File: config.mk
export PLATFORM = sky130hd
export DESIGN_NAME = demux4x14_tdm
export DESIGN_NICKNAME = d
export VERILOG_FILES = /design/src/rtl/demux4x14_tdm.sv
export SDC_FILE = /design/constraint.sdc
export NUM_CORES = 1
export LEC_CHECK = 0
export BUFFER_PORTS_ARGS = -buffer_cell sky130_fd_sc_hd__buf_2
export CAP_MARGIN = 10
export CORE_MARGIN = 4
export CORE_UTILIZATION = 25
export DETAILED_ROUTE_END_ITERATION = 6
export PLACE_DENSITY = 0.43
export SLEW_MARGIN = 20
export SYNTH_ARGS = -nofsm -noshare
export SYNTH_HDL_FRONTEND = slang
export SYNTH_SLANG_ARGS = --single-unit
File: constraint.sdc
create_clock -name clk_i -period 2.93 [get_ports clk_i]
set_input_delay 0.293 -clock clk_i [delete_from_list [all_inputs] [get_ports clk_i]]
set_output_delay 0.293 -clock clk_i [all_outputs]
set_load 0.02 [all_outputs]
File: src/rtl/demux4x14_tdm.sv
// Receive-side TDM demultiplexer: rebuilds four parallel channel words from one
// interleaved sample stream, aligned on SYNC, with a flywheel for missing SYNCs.
module demux4x14_tdm #(
  parameter int W       = 14,
  parameter int MAXMISS = 3
) (
  input  logic         clk_i,
  input  logic         rst_n_i,
  input  logic [W-1:0] din_i,
  input  logic         vin_i,
  input  logic         sync_i,
  input  logic         clrerr_i,
  output logic [W-1:0] q0_o,
  output logic [W-1:0] q1_o,
  output logic [W-1:0] q2_o,
  output logic [W-1:0] q3_o,
  output logic         vout_o,
  output logic [1:0]   s_o,
  output logic         lock_o,
  output logic         err_o
);

  typedef enum logic {HUNT, LOCKED} state_t;

  state_t              state_q, state_d;
  logic [1:0]          slot_q, slot_d;
  logic [2:0]          miss_q, miss_d;
  logic [2:0][W-1:0]   sh_q, sh_d;
  logic [3:0][W-1:0]   q_q, q_d;
  logic                vout_q, vout_d;
  logic                err_q, err_d;

  always_comb begin
    state_d = state_q;
    slot_d  = slot_q;
    miss_d  = miss_q;
    sh_d    = sh_q;
    q_d     = q_q;
    vout_d  = 1'b0;
    // A misalignment set on the same edge overrides the clear below.
    err_d   = err_q & ~clrerr_i;

    if (vin_i) begin
      if (state_q == HUNT) begin
        if (sync_i) begin
          sh_d[0] = din_i;
          slot_d  = 2'd1;
          state_d = LOCKED;
          miss_d  = 3'd0;
        end
      end else if (sync_i) begin
        if (slot_q != 2'd0) begin
          err_d = 1'b1;
        end
        sh_d[0] = din_i;
        slot_d  = 2'd1;
        miss_d  = 3'd0;
      end else begin
        case (slot_q)
          2'd0: begin
            if (miss_q == 3'(MAXMISS - 1)) begin
              state_d = HUNT;
              slot_d  = 2'd0;
              miss_d  = 3'd0;
            end else begin
              sh_d[0] = din_i;
              slot_d  = 2'd1;
              miss_d  = miss_q + 3'd1;
            end
          end
          2'd1: begin
            sh_d[1] = din_i;
            slot_d  = 2'd2;
          end
          2'd2: begin
            sh_d[2] = din_i;
            slot_d  = 2'd3;
          end
          default: begin
            q_d    = {din_i, sh_q[2], sh_q[1], sh_q[0]};
            vout_d = 1'b1;
            slot_d = 2'd0;
          end
        endcase
      end
    end
  end

  always_ff @(posedge clk_i or negedge rst_n_i) begin
    if (!rst_n_i) begin
      state_q <= HUNT;
      slot_q  <= 2'd0;
      miss_q  <= 3'd0;
      sh_q    <= '0;
      q_q     <= '0;
      vout_q  <= 1'b0;
      err_q   <= 1'b0;
    end else begin
      state_q <= state_d;
      slot_q  <= slot_d;
      miss_q  <= miss_d;
      sh_q    <= sh_d;
      q_q     <= q_d;
      vout_q  <= vout_d;
      err_q   <= err_d;
    end
  end

  assign q0_o   = q_q[0];
  assign q1_o   = q_q[1];
  assign q2_o   = q_q[2];
  assign q3_o   = q_q[3];
  assign vout_o = vout_q;
  assign s_o    = slot_q;
  assign lock_o = (state_q == LOCKED);
  assign err_o  = err_q;

endmodule

==> impl_results.md <==
- Status: finished clean
- Total Nets Final: 362
- Fmax: approximately 0.47 GHz
- DRT Pass-1 Iters: 4
- Maximum VDD drop: 0.299 mV
- Crit Reg-Reg Endpoint: q1_o[9]
- Total Power: roughly 5.4 mW
- Final Skew: 5.03 ps
- Die area: 19200 um^2
- Most frequent cell after synthesis: dfrtp_1
- Final Hold Fails: 0
- Post-synth EDFFs: 0
- Synth cell types: 33
- Antenna violations before repair: 0
- Beginning of the critical path: lock_o
- Drt total wl: 8.80 mm
- Fraction of layout cells with a size suffix above 1: 58.4%
- IO Count: 80
- Unrepaired setup endpoints after global routing: no
- FF-to-FF Start: lock_o
- CTS root buf: clkbuf_16
- Routed length per placed instance: 15.6 um
- Post-DR vias/cell: 4.17
- Pleak: roughly 2.5 nW
- Hold_buf cts: 0
- Tcrit/Tclk final: ~72%
- CP Class: reg -> reg
- First-pass GRT wire length: 14.4 mm
- Final min period: 2120 ps
- Mapped Cells: roughly 260
- Synth top area cells: dfrtp_1 62%, mux2_2 21%, mux2_4 6.3%, buf_6 2.1%, ha_1 1.2%
- Synth Cell Area: 4270 um^2
- CORE AREA: 16600 um^2
- H-Tree Level Count: 3
- CTS tree: done
- Max_cap viols: 0
- Main synth FF type: dfrtp_1
- Sequential share of the synthesized area: 62.2%
- DIE HEIGHT: around 140 um
- Synth Net Count: roughly 280
- Tightest Hold Check Type: in -> async
- Post-route DRC violation count: 0
- GRT Resource Usage Total: 9.61%
- Synth top cells by count: 106 x dfrtp_1, 79 x mux2_2, 18 x mux2_4, 8 x buf_6, 6 x inv_1
- FFs w/ async S/R, synth: 100%
- Vias in the first global route: 2586
- Largest net degree at the start of global routing: 59
- Pins Over Slew Limit: 0
- Syn avg cell area: approximately 16 um^2
- I/O Buffers: 79
- CTS clock-pin slew for the worst setup and hold paths: around 70 ps
- Crit end category: flip-flop
- # rows: 47
- Layout area overhead: 21.0%
- Post-synth top area share: 62.2%
- GRT Residual Overflow: 0
- Diodes inserted: 0
- Final core occ: a little under a third
- Synth Register Bits: 106
- CP Max Fanout: 30
- CTS Sinks: 106
- Post-synth top area cell: dfrtp_1
- Worst-Margin Slew: 786 ps
- DRT iter0 DRCs: 67
- DRT antenna net count: 0
- GPL Wtd Cong: 0.687
- Initial Util: 25.6%
- Syn. warnings: 0
- Setup violators final: 0
- Worst Reg-to-Reg Cells: 3
- Power Dens Cells: 1040 nW/um^2
- Post-CTS setup buffers: 0
- FF-to-FF setup slack: 810 ps
- Slew margin rel.: 47.6%
- CP Data Required Time: approximately 3200 ps
- Resize count post-CTS: 0
- Die X: 139 um
- Buffer depth of the longest clock path: 2
- Clk Latency, worst-skew pair: 350 ps
- Sum Neg Setup Slack: 0 ps
- CTS buffer count: 9
- Vias after detailed routing: about 2400
- CP Launch Type: flip-flop
- Critical Path AT: 2350 ps
- DPL Wire Length: 5.56 mm
[placed cells by master, fill, tap and decap left out, types with 2 or more instances in the layout]
cell and instances:
o41ai_1 2, mux2_2 79, buf_4 2, nand2_4 2, clkbuf_16 9, mux2_4 18
nand3_1 2, o21ai_0 5, clkinv_2 2, dfrtp_1 106, buf_2 78, inv_1 6
nand2_1 3, buf_12 2, ha_1 4
[cell type report]
class	instances	area, um^2
clock buffer	10	229
clock inverter	6	65.1
fill	1685	11500
inverter	6	22.5
multi-input combinational	134	1480
sequential	106	2650
tap	220	275
timing repair buffer	82	445
[power by group]
| part | switching (mW) | leakage (nW) | internal (mW) |
|---|---|---|---|
| registers | 0.330 | 1.31 | 2.08 |
| clock network | 0.548 | 0.143 | 0.665 |
| logic | 0.911 | 1.06 | 0.856 |
[how the worst max path moves through the flow]
stage,slack (ps),endpoint
floorplan,1030,sh_q[0]
global placement,850,q1_o[1]
detailed placement,790,q1_o[1]
CTS,780,q1_o[9]
global route,670,q1_o[9]
finish,810,q1_o[9]
[sequential cells by signal, summed over array words and instances, names as in the netlist, 2 cells and up]
register  flops
q3_o         14
q0_o         14
sh_q         42
miss_q        3
q1_o         14
q2_o         14
s_o           2
[worst max-delay path: stages (launching register included)]
cell and delay [ps]:
dfrtp_1 610, nand4b_4 650, buf_12 420, mux2_4 310
[routing by layer]
metal	vias to the layer above	global-route usage, %	part of all wire [%]
li1	1082	-	-
met2	56	15.0	46
met4	0	3.71	1.9
met5	-	0	0
met1	1205	12.2	47
met3	10	3.52	5.6
[through the flow]
| stage | hold slack [ps] | cells | area (um^2) | worst slack [ps] |
|---|---|---|---|---|
| floorplan | -2.59 | 259 | 4270 | 1030 |
| global placement | 418 | 548 | 4870 | 846 |
| detailed placement | 430 | 548 | 4870 | 790 |
| CTS | 45.1 | 564 | 5160 | 776 |
| global route | 77.9 | 564 | 5160 | 667 |
| finish | 11.9 | 564 | 5160 | 811 |
[cell families after synthesis]
logic type / Yosys count / synth area share [%]
flops: 106 / 62.2
mux: 98 / 27.4
buf+inv: 19 / 3.28
compound gates: 16 / 2.58
simple gates: 16 / 3.37
fa+ha+maj: 4 / 1.17
Power figures use the tool's default switching activity.
